==> src/rtl/halt_pkg.sv <==
// Shared encodings for the trap responder: trap causes, controller states and exit codes.
package halt_pkg;

    typedef enum logic [1:0] {
        CAUSE_EBREAK   = 2'b00,
        CAUSE_ILLEGAL  = 2'b01,
        CAUSE_OVERFLOW = 2'b10,
        CAUSE_TIMEOUT  = 2'b11
    } cause_t;

    typedef enum logic [1:0] {
        ST_RUN,
        ST_DRAIN,
        ST_REPORT,
        ST_HALTED
    } state_t;

    localparam logic [31:0] EXIT_CODE_BAD     = 32'd1;
    localparam logic [31:0] EXIT_CODE_TIMEOUT = 32'hFFFF_FFFF;

    // The reserved request encoding 11 is reported as an illegal instruction;
    // TIMEOUT is only ever produced by the watchdog.
    function automatic cause_t decode_cause(input logic [1:0] raw);
        case (raw)
            2'b00:   decode_cause = CAUSE_EBREAK;
            2'b10:   decode_cause = CAUSE_OVERFLOW;
            default: decode_cause = CAUSE_ILLEGAL;
        endcase
    endfunction

endpackage

==> src/rtl/halt_ctrl_sat_counter.sv <==
// Saturating up-counter with enable and synchronous clear (clear has priority).
module sat_counter #(
    parameter int unsigned W = 32
) (
    input  logic         clk,
    input  logic         en,
    input  logic         clr,
    output logic [W-1:0] count
);

    always_ff @(posedge clk) begin
        if (clr) begin
            count <= '0;
        end else if (en && (count != '1)) begin
            count <= count + 1'b1;
        end
    end

endmodule

==> src/rtl/halt_ctrl.sv <==
// Trap responder: freezes the core, drains writebacks, then hands one exit record to the harness.
// Optional: define TRAP_DISPLAY_EN to print a trap banner and end simulation on the handshake.
module halt_ctrl
    import halt_pkg::*;
#(
    parameter int unsigned DRAIN_CYCLES   = 4,
    parameter int unsigned CNT_W          = 32,
    parameter int unsigned TIMEOUT_CYCLES = 0
) (
    input  logic             clk,
    input  logic             rst,
    input  logic             trap_valid,
    input  logic [1:0]       trap_cause,
    input  logic [31:0]      trap_pc,
    input  logic [31:0]      a0_value,
    output logic             core_stall,
    output logic             halt_valid,
    input  logic             halt_ready,
    output logic             halt_good,
    output logic [31:0]      halt_code,
    output logic [31:0]      halt_pc,
    output logic [1:0]       halt_cause,
    output logic             halted,
    output logic [CNT_W-1:0] cycle_count
);

    localparam int unsigned DW = (DRAIN_CYCLES > 1) ? $clog2(DRAIN_CYCLES) : 1;
    localparam logic [DW-1:0] DRAIN_LOAD =
        (DRAIN_CYCLES == 0) ? '0 : DW'(DRAIN_CYCLES - 1);
    localparam logic [CNT_W-1:0] TIMEOUT_LAST = CNT_W'(TIMEOUT_CYCLES - 1);

    state_t          state;
    logic [DW-1:0]   drain_cnt;
    cause_t          cause_q;
    cause_t          req_cause;
    logic            timeout_hit;

    assign req_cause   = decode_cause(trap_cause);
    assign timeout_hit = (TIMEOUT_CYCLES != 0) && (cycle_count == TIMEOUT_LAST);
    assign halt_cause  = cause_q;

    sat_counter #(.W(CNT_W)) u_cycle_cnt (
        .clk   (clk),
        .en    (state == ST_RUN),
        .clr   (!rst),
        .count (cycle_count)
    );

    always_ff @(posedge clk) begin
        if (!rst) begin
            state      <= ST_RUN;
            drain_cnt  <= '0;
            core_stall <= 1'b0;
            halt_valid <= 1'b0;
            halted     <= 1'b0;
            halt_good  <= 1'b0;
            halt_code  <= '0;
            halt_pc    <= '0;
            cause_q    <= CAUSE_EBREAK;
        end else begin
            case (state)
                ST_RUN: begin
                    if (trap_valid || timeout_hit) begin
                        halt_pc    <= trap_pc;
                        core_stall <= 1'b1;
                        // A real trap request wins over a watchdog expiry in the same cycle.
                        if (trap_valid) begin
                            cause_q <= req_cause;
                            if (req_cause == CAUSE_EBREAK) begin
                                halt_code <= a0_value;
                                halt_good <= (a0_value == '0);
                            end else begin
                                halt_code <= EXIT_CODE_BAD;
                                halt_good <= 1'b0;
                            end
                        end else begin
                            cause_q   <= CAUSE_TIMEOUT;
                            halt_code <= EXIT_CODE_TIMEOUT;
                            halt_good <= 1'b0;
                        end
                        if (DRAIN_CYCLES == 0) begin
                            state      <= ST_REPORT;
                            halt_valid <= 1'b1;
                        end else begin
                            state     <= ST_DRAIN;
                            drain_cnt <= DRAIN_LOAD;
                        end
                    end
                end
                ST_DRAIN: begin
                    if (drain_cnt == '0) begin
                        state      <= ST_REPORT;
                        halt_valid <= 1'b1;
                    end else begin
                        drain_cnt <= drain_cnt - 1'b1;
                    end
                end
                ST_REPORT: begin
                    if (halt_ready) begin
                        state      <= ST_HALTED;
                        halt_valid <= 1'b0;
                        halted     <= 1'b1;
                    end
                end
                ST_HALTED: begin
                end
                default: state <= ST_RUN;
            endcase
        end
    end

`ifdef TRAP_DISPLAY_EN
    always @(posedge clk) begin
        if (rst && (state == ST_REPORT) && halt_valid && halt_ready) begin
            $display("HIT %s TRAP: cause=%0d pc=%08h code=%08h",
                     halt_good ? "GOOD" : "BAD", halt_cause, halt_pc, halt_code);
            if (halt_good) $finish(0);
            else           $finish(1);
        end
    end
`endif

endmodule

==> config.mk <==
export PLATFORM = sky130hd
export DESIGN_NAME = halt_ctrl
export DESIGN_NICKNAME = d
export VERILOG_FILES = /design/src/rtl/halt_pkg.sv /design/src/rtl/halt_ctrl_sat_counter.sv /design/src/rtl/halt_ctrl.sv
export SDC_FILE = /design/constraint.sdc
export NUM_CORES = 1
export LEC_CHECK = 0
export CAP_MARGIN = 40
export CORE_AREA = 5 5 105 107
export CTS_BUF_LIST = sky130_fd_sc_hd__clkbuf_8
export CTS_CLUSTER_SIZE = 20
export DETAILED_ROUTE_END_ITERATION = 16
export DIE_AREA = 0 0 110 112
export GPL_TIMING_DRIVEN = 0
export PLACE_DENSITY_LB_ADDON = 0.2
export REMOVE_ABC_BUFFERS = 1
export SYNTH_ARGS = -nofsm -noshare
export SYNTH_HDL_FRONTEND = slang
export SYNTH_HIERARCHICAL = 1
export SYNTH_SLANG_ARGS = --single-unit
==> constraint.sdc <==
create_clock -name clk -period 2.9 [get_ports clk]
set_input_delay 0.58 -clock clk [delete_from_list [all_inputs] [get_ports clk]]
set_output_delay 0.58 -clock clk [all_outputs]
set_load 0.02 [all_outputs]
==> impl_metrics.prom, run 1 <==
# TYPE chip_impl_metric gauge
chip_impl_metric{name="nNetsFinal",unit=""} 750
chip_impl_metric{name="maximum_root_to_sink_buffer_count",unit=""} 2
chip_impl_metric{name="max_cap_viol_count",unit=""} 0
chip_impl_info{name="synth_area_leader_cell",value="sky130_fd_sc_hd__dfxtp_1"} 1
chip_impl_metric{name="worstHoldPathCells",unit=""} 2
chip_impl_metric{name="synth_enable_flop_cells",unit=""} 0
chip_impl_metric{name="post_synth_mux_area_share",unit=""} 0.0122
chip_impl_metric{name="die_area",unit="um^2"} 12300
chip_impl_metric{name="ys_types",unit=""} 49
chip_impl_metric{name="static-leakage-power",unit="nW"} 2.23
chip_impl_metric{name="cp_max_fo",unit=""} 9
chip_impl_metric{name="timing.critical_path.depth",unit=""} 6
chip_impl_metric{name="r2r_setup_slack",unit="ns"} 0.38
chip_impl_metric{name="post-route-period-util",unit=""} 0.869
chip_impl_metric{name="synthesis.yosys.warnings",unit=""} 6
chip_impl_info{name="crit_path_cell_trace",value="nand3_1, or3_1, nor4_4, buf_4, nor4_1, mux2_2"} 1
chip_impl_metric{name="slew_headroom",unit=""} 0.510
chip_impl_metric{name="post_synth_and_or_nand_nor_area_fraction",unit=""} 0.250
chip_impl_metric{name="portBuffers",unit=""} 171
chip_impl_info{name="hold_start",value="halt_pc[25]$_SDFFE_PN0P_"} 1
chip_impl_metric{name="postRouteWirelength",unit="um"} 12800
chip_impl_metric{name="detail_route.drc_violations",unit=""} 0
chip_impl_metric{name="layout-drive-gt1-share",unit=""} 0.0576
chip_impl_metric{name="hold_ws",unit="ns"} 0.462
chip_impl_metric{name="antenna_violations_before_repair",unit=""} 0
chip_impl_metric{name="finalWeightedCongestion",unit=""} 0.798
chip_impl_metric{name="grt_overflow_total",unit=""} 0
chip_impl_metric{name="async_flop_share",unit=""} 0
chip_impl_metric{name="ios",unit=""} 172
chip_impl_info{name="synth_top_cells_by_area",value="sky130_fd_sc_hd__dfxtp_1 (48%), sky130_fd_sc_hd__nand2_1 (7.0%), sky130_fd_sc_hd__a21oi_1 (6.8%), sky130_fd_sc_hd__a22oi_1 (5.3%), sky130_fd_sc_hd__nor2_1 (4.6%)"} 1
chip_impl_metric{name="core-area",unit="um^2"} 10000
chip_impl_metric{name="cts_num_sinks",unit=""} 106
chip_impl_metric{name="post-place-ws",unit="ns"} -0.0176
chip_impl_metric{name="synth_cells",unit=""} 514
chip_impl_info{name="combinational_family_with_the_most_area_after_synthesis",value="simple AND/OR/NAND/NOR gates"} 1
chip_impl_metric{name="grt_pass1_wl",unit="um"} 20600
chip_impl_metric{name="synth-xor-area-share",unit=""} 0.0139
chip_impl_info{name="crit_path_start_kind",value="register"} 1
chip_impl_metric{name="maximum_number_of_pins_on_one_net_before_global_route_repair",unit=""} 62
chip_impl_info{name="tritoncts",value="built"} 1
chip_impl_metric{name="drt-vias-per-instance",unit=""} 5.38
chip_impl_info{name="critical_path.endpoint_type",value="register"} 1
chip_impl_metric{name="worst_margin_slew",unit="ns"} 0.734
chip_impl_metric{name="fraction_of_the_mapped_netlist_area_in_compound_gates",unit=""} 0.184
chip_impl_info{name="r2r_start",value="u_cycle_cnt/count[13]$_SDFFE_PP0P_"} 1
chip_impl_metric{name="hold_violations",unit=""} 0
chip_impl_metric{name="worstSkewPairLatency",unit="ns"} 0.35
chip_impl_metric{name="synth_sequential_area_ratio",unit=""} 0.482
chip_impl_metric{name="min_period",unit="ns"} 2.52
chip_impl_metric{name="synth_area",unit="um^2"} 4400
chip_impl_metric{name="avg_inst_size_synth",unit="um^2"} 8.57
chip_impl_metric{name="first_global_vias",unit=""} 4283
chip_impl_info{name="reg2reg_to",value="u_cycle_cnt/count[31]$_SDFFE_PP0P_"} 1
chip_impl_metric{name="die_height",unit="um"} 112
chip_impl_metric{name="cts_buffers",unit=""} 9
chip_impl_metric{name="place_hpwl",unit="um"} 9540
chip_impl_metric{name="reg2reg_depth",unit=""} 6
chip_impl_metric{name="first_pass_iters",unit=""} 5
chip_impl_metric{name="setup_violations",unit=""} 0
chip_impl_metric{name="cts_hold_repair.buffers",unit=""} 0
chip_impl_metric{name="vdd.ir_drop.worst",unit="mV"} 0.362
chip_impl_info{name="critical-path-top-delay-family",value="simple AND/OR/NAND/NOR gates"} 1
chip_impl_metric{name="vias",unit=""} 4371
chip_impl_metric{name="synthAdderAreaFrac",unit=""} 0.0199
chip_impl_metric{name="p_per_area",unit="nW/um^2"} 594
chip_impl_metric{name="drt-wirelength-per-cell",unit="um"} 15.7
chip_impl_info{name="worst_hold_end",value="halt_pc[25]$_SDFFE_PN0P_"} 1
chip_impl_info{name="outcome",value="finished clean"} 1
chip_impl_metric{name="area_growth_syn_to_layout",unit="%"} 47.8
chip_impl_info{name="min-delay-path-class",value="register to register"} 1
chip_impl_info{name="grt_setup_unrepaired",value="false"} 1
chip_impl_metric{name="synthDominantCellAreaShare",unit=""} 0.482
chip_impl_metric{name="antenna_cells",unit=""} 0
chip_impl_info{name="criticalPathCategory",value="register to register"} 1
chip_impl_info{name="synth_flop_cell",value="sky130_fd_sc_hd__dfxtp_1"} 1
chip_impl_metric{name="setup_ws",unit="ns"} 0.380
chip_impl_metric{name="die_width",unit="um"} 110
chip_impl_metric{name="final.setup_skew",unit="ns"} 0.0164
chip_impl_metric{name="clock.fmax",unit="MHz"} 397
chip_impl_metric{name="synth_seq_cells",unit=""} 106
chip_impl_metric{name="timing.critical_path.slowest_cell_delay",unit="ns"} 0.59
chip_impl_metric{name="clock_pin_transition_on_the_worst_setup_and_hold_timing_paths",unit="ns"} 0.10
chip_impl_info{name="crit_path_top_delay_cell",value="sky130_fd_sc_hd__or3_1"} 1
chip_impl_metric{name="ant_nets",unit=""} 0
chip_impl_metric{name="floorplan.initialDensity",unit=""} 0.438
chip_impl_metric{name="h_tree_depth",unit=""} 3
chip_impl_info{name="cts-root-buf",value="sky130_fd_sc_hd__clkbuf_8"} 1
chip_impl_metric{name="global_route.usage.total",unit=""} 0.205
chip_impl_metric{name="fp_rows",unit=""} 37
chip_impl_metric{name="critical_path.n_buffers_inverters",unit=""} 1
chip_impl_metric{name="worst_ep_required_time",unit="ns"} 3.15
chip_impl_metric{name="timing.final.max_slew_violations",unit=""} 0
chip_impl_metric{name="arrival",unit="ns"} 2.77
chip_impl_metric{name="initialDrtViolationCount",unit=""} 211
## placed cells by master, fill, tap and decap left out, types with 2 or more instances in the layout
cell type / n
sky130_fd_sc_hd__clkdlybuf4s50_1: 171
sky130_fd_sc_hd__dfxtp_1: 106
sky130_fd_sc_hd__nand2_1: 82
sky130_fd_sc_hd__a21oi_1: 60
sky130_fd_sc_hd__nor2_1: 54
sky130_fd_sc_hd__a22oi_1: 31
sky130_fd_sc_hd__nand3_1: 13
sky130_fd_sc_hd__nand4_1: 12
sky130_fd_sc_hd__or4_1: 12
sky130_fd_sc_hd__o31ai_1: 12
sky130_fd_sc_hd__or3_1: 11
sky130_fd_sc_hd__nor4_1: 11
sky130_fd_sc_hd__o21ai_0: 10
sky130_fd_sc_hd__clkbuf_8: 10
sky130_fd_sc_hd__inv_1: 7
sky130_fd_sc_hd__ha_1: 7
sky130_fd_sc_hd__xnor2_1: 6
sky130_fd_sc_hd__buf_4: 5
sky130_fd_sc_hd__nor2b_1: 4
sky130_fd_sc_hd__and4_1: 4
sky130_fd_sc_hd__and3_1: 3
sky130_fd_sc_hd__and2_1: 2
sky130_fd_sc_hd__a211oi_1: 2
sky130_fd_sc_hd__mux2_2: 2
sky130_fd_sc_hd__mux2i_1: 2
sky130_fd_sc_hd__clkinvlp_4: 2
sky130_fd_sc_hd__buf_16: 2
sky130_fd_sc_hd__nor4_4: 2
sky130_fd_sc_hd__nor3b_1: 2
sky130_fd_sc_hd__a2111oi_0: 2
sky130_fd_sc_hd__nor3_1: 2
## worst reg2reg max path: cells and delay by family, from the launching register on
kind | cells | cell delay (ns)
and+or+nand+nor | 4 | 1.44
DFF | 1 | 0.42
muxes | 1 | 0.30
buffers and inverters | 1 | 0.26
## stage by stage
step | instance area (um^2) | TNS, ns | utilization | total power [mW] | instances
floorplan | 4270 | -9.84 | - | 2.40 | 482
global placement | 6150 | -55.07 | 0.612 | 2.90 | 789
detailed placement | 6270 | -0.0176 | 0.624 | 2.99 | 795
CTS | 6480 | 0 | 0.645 | 3.91 | 810
global route | 6510 | 0 | 0.648 | 4.11 | 813
finish | 6510 | 0 | 0.648 | 3.87 | 813
## sequential cells by signal, indices dropped and copies added (netlist names)
register / flops
halt_code: 32
halt_pc: 32
u_cycle_cnt/count: 32
drain_cnt: 2
halt_cause: 2
state: 2
core_stall: 1
halt_good: 1
halt_valid: 1
halted: 1
## report_power, final
group	switching [mW]	internal, mW	total, mW
Clock	0.494	0.423	0.917
Sequential	0.105	1.62	1.72
Combinational	0.670	0.555	1.22
## cell families (layout without fill, tap and decap cells)
logic type / after synthesis / count (layout)
xor gates and xnor gates: 7 / 7
AOI/OAI and AO/OA: 125 / 125
buffers and inverters: 40 / 203
DFF: 106 / 106
adders and majority gates: 7 / 7
and+or+nand+nor: 224 / 224
muxes: 5 / 5
## worst max path at each step
| stage | from | slack [ns] | endpoint |
|---|---|---|---|
| floorplan | u_cycle_cnt/count[21]$_SDFFE_PP0P_ | -0.76 | u_cycle_cnt/count[21]$_SDFFE_PP0P_ |
| global placement | u_cycle_cnt/count[16]$_SDFFE_PP0P_ | -1.68 | u_cycle_cnt/count[21]$_SDFFE_PP0P_ |
| detailed placement | state[1]$_SDFFE_PN0P_ | -0.02 | u_cycle_cnt/count[31]$_SDFFE_PP0P_ |
| CTS | state[0]$_SDFFE_PN0P_ | 0.08 | u_cycle_cnt/count[31]$_SDFFE_PP0P_ |
| global route | u_cycle_cnt/count[13]$_SDFFE_PP0P_ | 0.22 | u_cycle_cnt/count[31]$_SDFFE_PP0P_ |
| finish | u_cycle_cnt/count[13]$_SDFFE_PP0P_ | 0.38 | u_cycle_cnt/count[31]$_SDFFE_PP0P_ |
## final cells by class
type                    count  area (um^2)
fillers                   865         3540
clock buffers              10          138
well taps                 136          170
clock inverters             5         62.6
flip-flops and latches    106         2120
repair buffers            180         1840
multi-input cells         368         2140
inverters                   8         32.5
## per-layer routing
metal / part of all wire / vias to the layer above / GRT usage
met5: 0 / - / 0
met4: 0.020 / 0 / 0.0707
met3: 0.073 / 18 / 0.0586
met2: 0.51 / 148 / 0.350
met1: 0.39 / 2044 / 0.243
li1: - / 2161 / -
## cell usage after synthesis, types with 2 or more instances
cell and instances:
sky130_fd_sc_hd__a211oi_1 2, sky130_fd_sc_hd__mux2i_1 2, sky130_fd_sc_hd__nor3_1 2, sky130_fd_sc_hd__clkbuf_1 17, sky130_fd_sc_hd__a22oi_1 31, sky130_fd_sc_hd__o21ai_0 10
sky130_fd_sc_hd__a2111oi_0 2, sky130_fd_sc_hd__mux2_2 2, sky130_fd_sc_hd__o31ai_1 12, sky130_fd_sc_hd__and2_1 2, sky130_fd_sc_hd__ha_1 7, sky130_fd_sc_hd__nand4_1 12
sky130_fd_sc_hd__a21oi_1 60, sky130_fd_sc_hd__nor2b_1 4, sky130_fd_sc_hd__inv_1 7, sky130_fd_sc_hd__nand3_1 13, sky130_fd_sc_hd__xnor2_1 6, sky130_fd_sc_hd__buf_2 15
sky130_fd_sc_hd__nor3b_1 2, sky130_fd_sc_hd__nand2_1 82, sky130_fd_sc_hd__nor4_1 12, sky130_fd_sc_hd__dfxtp_1 106, sky130_fd_sc_hd__nor2_1 54, sky130_fd_sc_hd__and3_1 3
sky130_fd_sc_hd__or4_1 12, sky130_fd_sc_hd__or3_1 11, sky130_fd_sc_hd__and4_1 4
## what timing repair did
item                       4_1_cts  5_1_grt
cloned                           0        0
setup buffers                    0        3
pin swaps                        0        1
resized for setup                1        1
setup endpoints to repair        1        3
Power figures use the tool's default switching activity.
==> run 2, diff against run 1 <==
--- a/config.mk
+++ b/config.mk
@@ -6,11 +6,11 @@
 export NUM_CORES = 1
 export LEC_CHECK = 0
 export CAP_MARGIN = 40
-export CORE_AREA = 5 5 105 107
-export CTS_BUF_LIST = sky130_fd_sc_hd__clkbuf_8
+export CORE_AREA = 5 5 107 109
+export CTS_BUF_LIST = sky130_fd_sc_hd__clkbuf_16
 export CTS_CLUSTER_SIZE = 20
 export DETAILED_ROUTE_END_ITERATION = 16
-export DIE_AREA = 0 0 110 112
+export DIE_AREA = 0 0 112 114
 export GPL_TIMING_DRIVEN = 0
 export PLACE_DENSITY_LB_ADDON = 0.2
 export REMOVE_ABC_BUFFERS = 1
==> run 2 against run 1 <==
  * Combinational power barely moved
  * Worst hold slack got worse by 0.0080 ns
  * Sequential share of layout area fell by 0.37 points
  * Setup slack got worse by 0.11 ns
  * Critical endpoint is now u_cycle_cnt/count[21]$_SDFFE_PP0P_
==> impl_metrics.prom, run 2 (synthesis gave the netlist of run 1 again) <==
# TYPE chip_impl_metric gauge
chip_impl_info{name="cts-root-buf",value="sky130_fd_sc_hd__clkbuf_16"} 1
chip_impl_metric{name="inst_count_dp",unit=""} 799
chip_impl_info{name="criticalPathCategory",value="register to register"} 1
chip_impl_metric{name="fin_cells",unit=""} 818
chip_impl_metric{name="h_tree_depth",unit=""} 3
chip_impl_info{name="mostFrequentLayoutCells",value="sky130_fd_sc_hd__clkdlybuf4s50_1 (171), sky130_fd_sc_hd__dfxtp_1 (106), sky130_fd_sc_hd__nand2_1 (82)"} 1
chip_impl_info{name="outcome",value="finished clean"} 1
chip_impl_metric{name="first_global_vias",unit=""} 4228
chip_impl_metric{name="postRouteWirelength",unit="um"} 13000
chip_impl_metric{name="static-leakage-power",unit="nW"} 2.27
chip_impl_metric{name="min_period",unit="ns"} 2.63
chip_impl_metric{name="max_cap_viol_count",unit=""} 0
chip_impl_metric{name="totalPowerFinal",unit="mW"} 4.09
chip_impl_metric{name="clock.fmax",unit="MHz"} 380
chip_impl_metric{name="layout-drive-gt1-share",unit=""} 0.0575
chip_impl_metric{name="worstHoldPathCells",unit=""} 2
chip_impl_metric{name="cts_buffers",unit=""} 9
chip_impl_metric{name="power_switching_share",unit=""} 0.325
chip_impl_metric{name="ios",unit=""} 172
chip_impl_metric{name="worst_ep_required_time",unit="ns"} 3.13
chip_impl_info{name="grt_setup_unrepaired",value="false"} 1
chip_impl_metric{name="finalWeightedCongestion",unit=""} 0.803
chip_impl_metric{name="fp_rows",unit=""} 38
chip_impl_info{name="r2r_start",value="u_cycle_cnt/count[13]$_SDFFE_PP0P_"} 1
chip_impl_metric{name="antenna_cells",unit=""} 0
chip_impl_metric{name="vdd.ir_drop.worst",unit="mV"} 0.334
chip_impl_metric{name="internal_power",unit="mW"} 2.76
chip_impl_info{name="tritoncts",value="built"} 1
chip_impl_metric{name="die_area",unit="um^2"} 12800
chip_impl_metric{name="setup_violations",unit=""} 0
chip_impl_metric{name="antenna_violations_before_repair",unit=""} 0
chip_impl_info{name="worst_hold_end",value="halt_pc[9]$_SDFFE_PN0P_"} 1
chip_impl_metric{name="area_growth_syn_to_layout",unit="%"} 49.5
chip_impl_metric{name="reg2reg_depth",unit=""} 6
chip_impl_info{name="critical_path.endpoint_type",value="register"} 1
chip_impl_metric{name="grt_overflow_total",unit=""} 0
chip_impl_metric{name="die_height",unit="um"} 114
chip_impl_metric{name="arrival",unit="ns"} 2.86
chip_impl_info{name="mostFrequentLayoutCell",value="sky130_fd_sc_hd__clkdlybuf4s50_1"} 1
chip_impl_metric{name="hold_ws",unit="ns"} 0.454
chip_impl_metric{name="die_width",unit="um"} 112
chip_impl_info{name="reg2reg_to",value="u_cycle_cnt/count[21]$_SDFFE_PP0P_"} 1
chip_impl_metric{name="cts_num_sinks",unit=""} 106
chip_impl_metric{name="vias",unit=""} 4384
chip_impl_metric{name="final.setup_skew",unit="ns"} 0.00739
chip_impl_metric{name="place_hpwl",unit="um"} 9500
chip_impl_info{name="hold_start",value="halt_pc[9]$_SDFFE_PN0P_"} 1
chip_impl_metric{name="r2r_setup_slack",unit="ns"} 0.27
chip_impl_metric{name="maximum_number_of_pins_on_one_net_before_global_route_repair",unit=""} 62
chip_impl_metric{name="drt-wirelength-per-cell",unit="um"} 15.9
chip_impl_metric{name="ant_nets",unit=""} 0
chip_impl_metric{name="comb_power_share",unit=""} 0.300
chip_impl_info{name="crit_path_start_kind",value="register"} 1
chip_impl_metric{name="p_per_area",unit="nW/um^2"} 621
chip_impl_metric{name="cp_max_fo",unit=""} 11
chip_impl_metric{name="post-route-period-util",unit=""} 0.909
chip_impl_metric{name="maximum_root_to_sink_buffer_count",unit=""} 2
chip_impl_metric{name="portBuffers",unit=""} 171
chip_impl_metric{name="floorplan.initialDensity",unit=""} 0.419
chip_impl_metric{name="share_seq_of_total_power",unit=""} 0.422
chip_impl_metric{name="worstSkewPairLatency",unit="ns"} 0.34
chip_impl_metric{name="hold_violations",unit=""} 0
chip_impl_metric{name="slew_headroom",unit=""} 0.430
chip_impl_info{name="min-delay-path-class",value="register to register"} 1
chip_impl_metric{name="drt-vias-per-instance",unit=""} 5.36
chip_impl_metric{name="grt_pass1_wl",unit="um"} 20600
chip_impl_info{name="reg_top3",value="halt_code x32, halt_pc x32, u_cycle_cnt/count x32"} 1
chip_impl_metric{name="timing.final.max_slew_violations",unit=""} 0
chip_impl_metric{name="detail_route.drc_violations",unit=""} 0
chip_impl_metric{name="core-area",unit="um^2"} 10500
chip_impl_metric{name="total_switching_power",unit="mW"} 1.33
chip_impl_metric{name="nNetsFinal",unit=""} 750
chip_impl_metric{name="first_pass_iters",unit=""} 4
chip_impl_metric{name="initialDrtViolationCount",unit=""} 255
chip_impl_metric{name="power.clock.fraction",unit=""} 0.278
chip_impl_metric{name="global_route.usage.total",unit=""} 0.195
chip_impl_metric{name="clock_pin_transition_on_the_worst_setup_and_hold_timing_paths",unit="ns"} 0.07
chip_impl_metric{name="worst_margin_slew",unit="ns"} 0.855
[run 2: cell count changes in the layout (fill, tap and decap cells not counted)]
cell,change
sky130_fd_sc_hd__buf_6,+1
sky130_fd_sc_hd__bufinv_16,-1
sky130_fd_sc_hd__inv_1,+1
sky130_fd_sc_hd__clkinv_2,+2
sky130_fd_sc_hd__buf_4,-1
sky130_fd_sc_hd__clkbuf_16,+9
sky130_fd_sc_hd__buf_12,-1
sky130_fd_sc_hd__buf_8,+1
sky130_fd_sc_hd__clkbuf_8,-10
[run 2: worst max-delay path, stage by stage (launching register included)]
cell	delay (ns)
sky130_fd_sc_hd__dfxtp_1	0.42
sky130_fd_sc_hd__nand3_1	0.24
sky130_fd_sc_hd__or3_1	0.59
sky130_fd_sc_hd__nor4_4	0.59
sky130_fd_sc_hd__buf_4	0.27
sky130_fd_sc_hd__nor3b_1	0.07
sky130_fd_sc_hd__mux2_1	0.33
[run 2: layer usage]
layer	wire, um	GRT usage
met1	5090	0.219
met4	213	0.0697
met3	1110	0.0684
met5	0	0
met2	6570	0.343
[run 2: timing repair]
item                       4_1_cts  5_1_grt
gates resized for setup          0        2
buffers inserted                 0        3
hold buffers                     0        0
setup endpoints to repair        0        6
[run 2: worst max path at each step]
stage,from,endpoint,depth (start not counted)
after detailed placement,state[1]$_SDFFE_PN0P_,u_cycle_cnt/count[31]$_SDFFE_PP0P_,7
after global placement,u_cycle_cnt/count[21]$_SDFFE_PP0P_,u_cycle_cnt/count[21]$_SDFFE_PP0P_,5
after global routing,state[1]$_SDFFE_PN0P_,halt_code[12]$_SDFFE_PN0P_,7
after CTS,state[1]$_SDFFE_PN0P_,u_cycle_cnt/count[31]$_SDFFE_PP0P_,7
final,u_cycle_cnt/count[13]$_SDFFE_PP0P_,u_cycle_cnt/count[21]$_SDFFE_PP0P_,6
after floorplan,u_cycle_cnt/count[21]$_SDFFE_PP0P_,u_cycle_cnt/count[21]$_SDFFE_PP0P_,5
[run 2: power by group through the flow]
stage,logic (mW),clock network (mW),registers [mW]
6_report,1.23,1.14,1.73
5_1_grt,1.34,1.23,1.75
4_1_cts,1.24,1.17,1.73
3_5_place_dp,1.24,0,1.76
3_3_place_gp,1.16,0,1.75
2_1_floorplan,0.476,0,1.92
[run 2: final cells by class]
| class | instances | area, um^2 |
|---|---|---|
| Fill cell | 908 | 3930 |
| Multi-Input combinational cell | 368 | 2140 |
| Sequential cell | 106 | 2120 |
| Timing Repair Buffer | 180 | 1840 |
| Clock buffer | 9 | 225 |
| Tap cell | 140 | 175 |
| Clock inverter | 7 | 46.3 |
| Inverter | 8 | 32.5 |
[run 2: stage by stage]
stage / area, um^2 / setup WS (ns) / TNS [ns] / util
after floorplan: 4270 / -0.756 / -9.84 / -
final: 6580 / 0.265 / 0 / 0.626
after global placement: 6150 / -1.68 / -56.54 / 0.585
after detailed placement: 6270 / 0.0475 / 0 / 0.597
after global routing: 6580 / 0.0571 / 0 / 0.626
after CTS: 6540 / 0.0366 / 0 / 0.623
==> run 3, diff against run 2 <==
--- a/config.mk
+++ b/config.mk
@@ -5,7 +5,6 @@
 export SDC_FILE = /design/constraint.sdc
 export NUM_CORES = 1
 export LEC_CHECK = 0
-export CAP_MARGIN = 40
 export CORE_AREA = 5 5 107 109
 export CTS_BUF_LIST = sky130_fd_sc_hd__clkbuf_16
 export CTS_CLUSTER_SIZE = 20
==> constraint.sdc (replaced) <==
create_clock -name clk -period 2.8 [get_ports clk]
set_input_delay 0.56 -clock clk [delete_from_list [all_inputs] [get_ports clk]]
set_output_delay 0.56 -clock clk [all_outputs]
set_load 0.02 [all_outputs]
==> run 3 against run 2 <==
  * Combinational power rose by 3%
  * Power rose by 4.9%
  * Design area barely moved
  * Final cell count fell by 0.12%
  * Utilization rose by 0.060 points
  * First-iteration DRC count rose by 11%
  * Routed wire length rose by 0.14%
  * Clock power rose by 8%
==> impl_metrics.prom, run 3 (synthesis gave the netlist of run 1 again) <==
# TYPE chip_impl_metric gauge
chip_impl_info{name="grt_setup_unrepaired",value="false"} 1
chip_impl_info{name="cts-root-buf",value="sky130_fd_sc_hd__clkbuf_16"} 1
chip_impl_metric{name="grt_overflow_total",unit=""} 0
chip_impl_metric{name="hold_ws",unit="ns"} 0.455
chip_impl_metric{name="fp_rows",unit=""} 38
chip_impl_metric{name="portBuffers",unit=""} 171
chip_impl_metric{name="initialDrtViolationCount",unit=""} 282
chip_impl_info{name="reg_top3",value="halt_code x32, halt_pc x32, u_cycle_cnt/count x32"} 1
chip_impl_metric{name="cts_num_sinks",unit=""} 106
chip_impl_metric{name="static-leakage-power",unit="nW"} 2.28
chip_impl_metric{name="die_height",unit="um"} 114
chip_impl_metric{name="worst_ep_required_time",unit="ns"} 3.02
chip_impl_info{name="mostFrequentLayoutCells",value="sky130_fd_sc_hd__clkdlybuf4s50_1 (171), sky130_fd_sc_hd__dfxtp_1 (106), sky130_fd_sc_hd__nand2_1 (82)"} 1
chip_impl_metric{name="layout.core_utilization",unit=""} 0.627
chip_impl_metric{name="clock.fmax",unit="MHz"} 380
chip_impl_metric{name="floorplan.initialDensity",unit=""} 0.419
chip_impl_metric{name="final.setup_skew",unit="ns"} 0.00658
chip_impl_metric{name="hold_violations",unit=""} 0
chip_impl_metric{name="vdd.ir_drop.worst",unit="mV"} 0.306
chip_impl_metric{name="finalWeightedCongestion",unit=""} 0.803
chip_impl_metric{name="drt-wirelength-per-cell",unit="um"} 15.9
chip_impl_metric{name="arrival",unit="ns"} 2.85
chip_impl_metric{name="fin_cells",unit=""} 817
chip_impl_metric{name="post_dp_cell_area",unit="um^2"} 6230
chip_impl_info{name="tritoncts",value="built"} 1
chip_impl_metric{name="antenna_violations_before_repair",unit=""} 0
chip_impl_metric{name="cp_max_fo",unit=""} 11
chip_impl_metric{name="core-area",unit="um^2"} 10500
chip_impl_metric{name="multi_input_area",unit="um^2"} 2150
chip_impl_metric{name="place_hpwl",unit="um"} 9240
chip_impl_metric{name="setup_ws",unit="ns"} 0.166
chip_impl_metric{name="setup_violations",unit=""} 0
chip_impl_metric{name="min_period",unit="ns"} 2.63
chip_impl_metric{name="die_area",unit="um^2"} 12800
chip_impl_metric{name="first_pass_iters",unit=""} 4
chip_impl_metric{name="h_tree_depth",unit=""} 3
chip_impl_metric{name="detail_route.drc_violations",unit=""} 0
chip_impl_metric{name="die_width",unit="um"} 112
chip_impl_metric{name="timing.final.max_slew_violations",unit=""} 0
chip_impl_metric{name="drt-vias-per-instance",unit=""} 5.39
chip_impl_metric{name="antenna_cells",unit=""} 0
chip_impl_metric{name="cts_hold_repair.buffers",unit=""} 0
chip_impl_metric{name="worstSkewPairLatency",unit="ns"} 0.34
chip_impl_info{name="criticalPathCategory",value="register to register"} 1
chip_impl_metric{name="clock_pin_transition_on_the_worst_setup_and_hold_timing_paths",unit="ns"} 0.07
chip_impl_metric{name="cts_buffers",unit=""} 9
chip_impl_metric{name="first_global_vias",unit=""} 4252
chip_impl_metric{name="post-route-period-util",unit=""} 0.941
chip_impl_metric{name="inst_count_dp",unit=""} 797
chip_impl_metric{name="nNetsFinal",unit=""} 749
chip_impl_metric{name="r2r_setup_slack",unit="ns"} 0.17
chip_impl_metric{name="grt_pass1_wl",unit="um"} 20500
chip_impl_info{name="min-delay-path-class",value="register to register"} 1
chip_impl_metric{name="vias",unit=""} 4402
chip_impl_metric{name="post-place-ws",unit="ns"} -0.444
chip_impl_metric{name="ios",unit=""} 172
chip_impl_metric{name="maximum_root_to_sink_buffer_count",unit=""} 2
chip_impl_metric{name="ant_nets",unit=""} 0
chip_impl_info{name="critical_path.endpoint_type",value="register"} 1
chip_impl_metric{name="postRouteWirelength",unit="um"} 13000
chip_impl_metric{name="filler_cell_count",unit=""} 895
chip_impl_info{name="mostFrequentLayoutCell",value="sky130_fd_sc_hd__clkdlybuf4s50_1"} 1
chip_impl_metric{name="maximum_number_of_pins_on_one_net_before_global_route_repair",unit=""} 69
chip_impl_metric{name="area_growth_syn_to_layout",unit="%"} 49.6
chip_impl_metric{name="area.sequential",unit="um^2"} 2120
chip_impl_metric{name="worst_margin_slew",unit="ns"} 0.746
chip_impl_info{name="crit_path_start_kind",value="register"} 1
chip_impl_metric{name="stdcell_area",unit="um^2"} 6590
chip_impl_metric{name="totalPowerFinal",unit="mW"} 4.29
chip_impl_metric{name="global_route.usage.total",unit=""} 0.191
chip_impl_metric{name="slew_headroom",unit=""} 0.502
chip_impl_metric{name="p_per_area",unit="nW/um^2"} 651
chip_impl_metric{name="max_cap_viol_count",unit=""} 0
chip_impl_metric{name="layout-drive-gt1-share",unit=""} 0.0547
chip_impl_info{name="outcome",value="finished clean"} 1
chip_impl_metric{name="setup_total_negative_slack",unit="ns"} 0
-- run 3: metal layers --
layer  GRT usage  share of wire  up-vias
met1       0.220           0.40     2087
met3      0.0642          0.085       23
met2       0.332           0.50      135
li1            -              -     2157
met4      0.0705          0.022        0
met5           0              0        -
-- run 3: worst max-delay path: stages, from the launching register on --
cell,delay (ns)
sky130_fd_sc_hd__dfxtp_1,0.41
sky130_fd_sc_hd__nand3_1,0.25
sky130_fd_sc_hd__or3_1,0.61
sky130_fd_sc_hd__nor4_4,0.58
sky130_fd_sc_hd__buf_4,0.27
sky130_fd_sc_hd__nor3b_1,0.07
sky130_fd_sc_hd__mux2_1,0.32
-- run 3: layout make-up --
| type | instances | area share |
|---|---|---|
| Multi-Input combinational cell | 368 | 0.326 |
| Timing Repair Buffer | 179 | 0.277 |
| Clock inverter | 7 | 0.00949 |
| Clock buffer | 9 | 0.0342 |
| Inverter | 8 | 0.00494 |
| Sequential cell | 106 | 0.322 |
| Tap cell | 140 | 0.0266 |
-- run 3: what timing repair did --
action,4_1_cts,5_1_grt
endpoints found under the setup margin,35,2
buffers inserted,2,1
hold endpoints to repair,0,0
pin swaps,1,1
gates resized for setup,3,0
-- run 3: final timing paths --
kind                                                         start                                  to  cells past startpoint
worst max register to register  u_cycle_cnt/count[13]$_SDFFE_PP0P_  u_cycle_cnt/count[21]$_SDFFE_PP0P_                      6
worst max-delay path            u_cycle_cnt/count[13]$_SDFFE_PP0P_  u_cycle_cnt/count[21]$_SDFFE_PP0P_                      6
worst min-delay path                       halt_pc[9]$_SDFFE_PN0P_             halt_pc[9]$_SDFFE_PN0P_                      2
worst min register to register             halt_pc[9]$_SDFFE_PN0P_             halt_pc[9]$_SDFFE_PN0P_                      2
-- run 3: report_power, final --
group          switching, mW  internal, mW
sequential             0.112          1.68
clock                  0.550         0.684
combinational          0.693         0.573
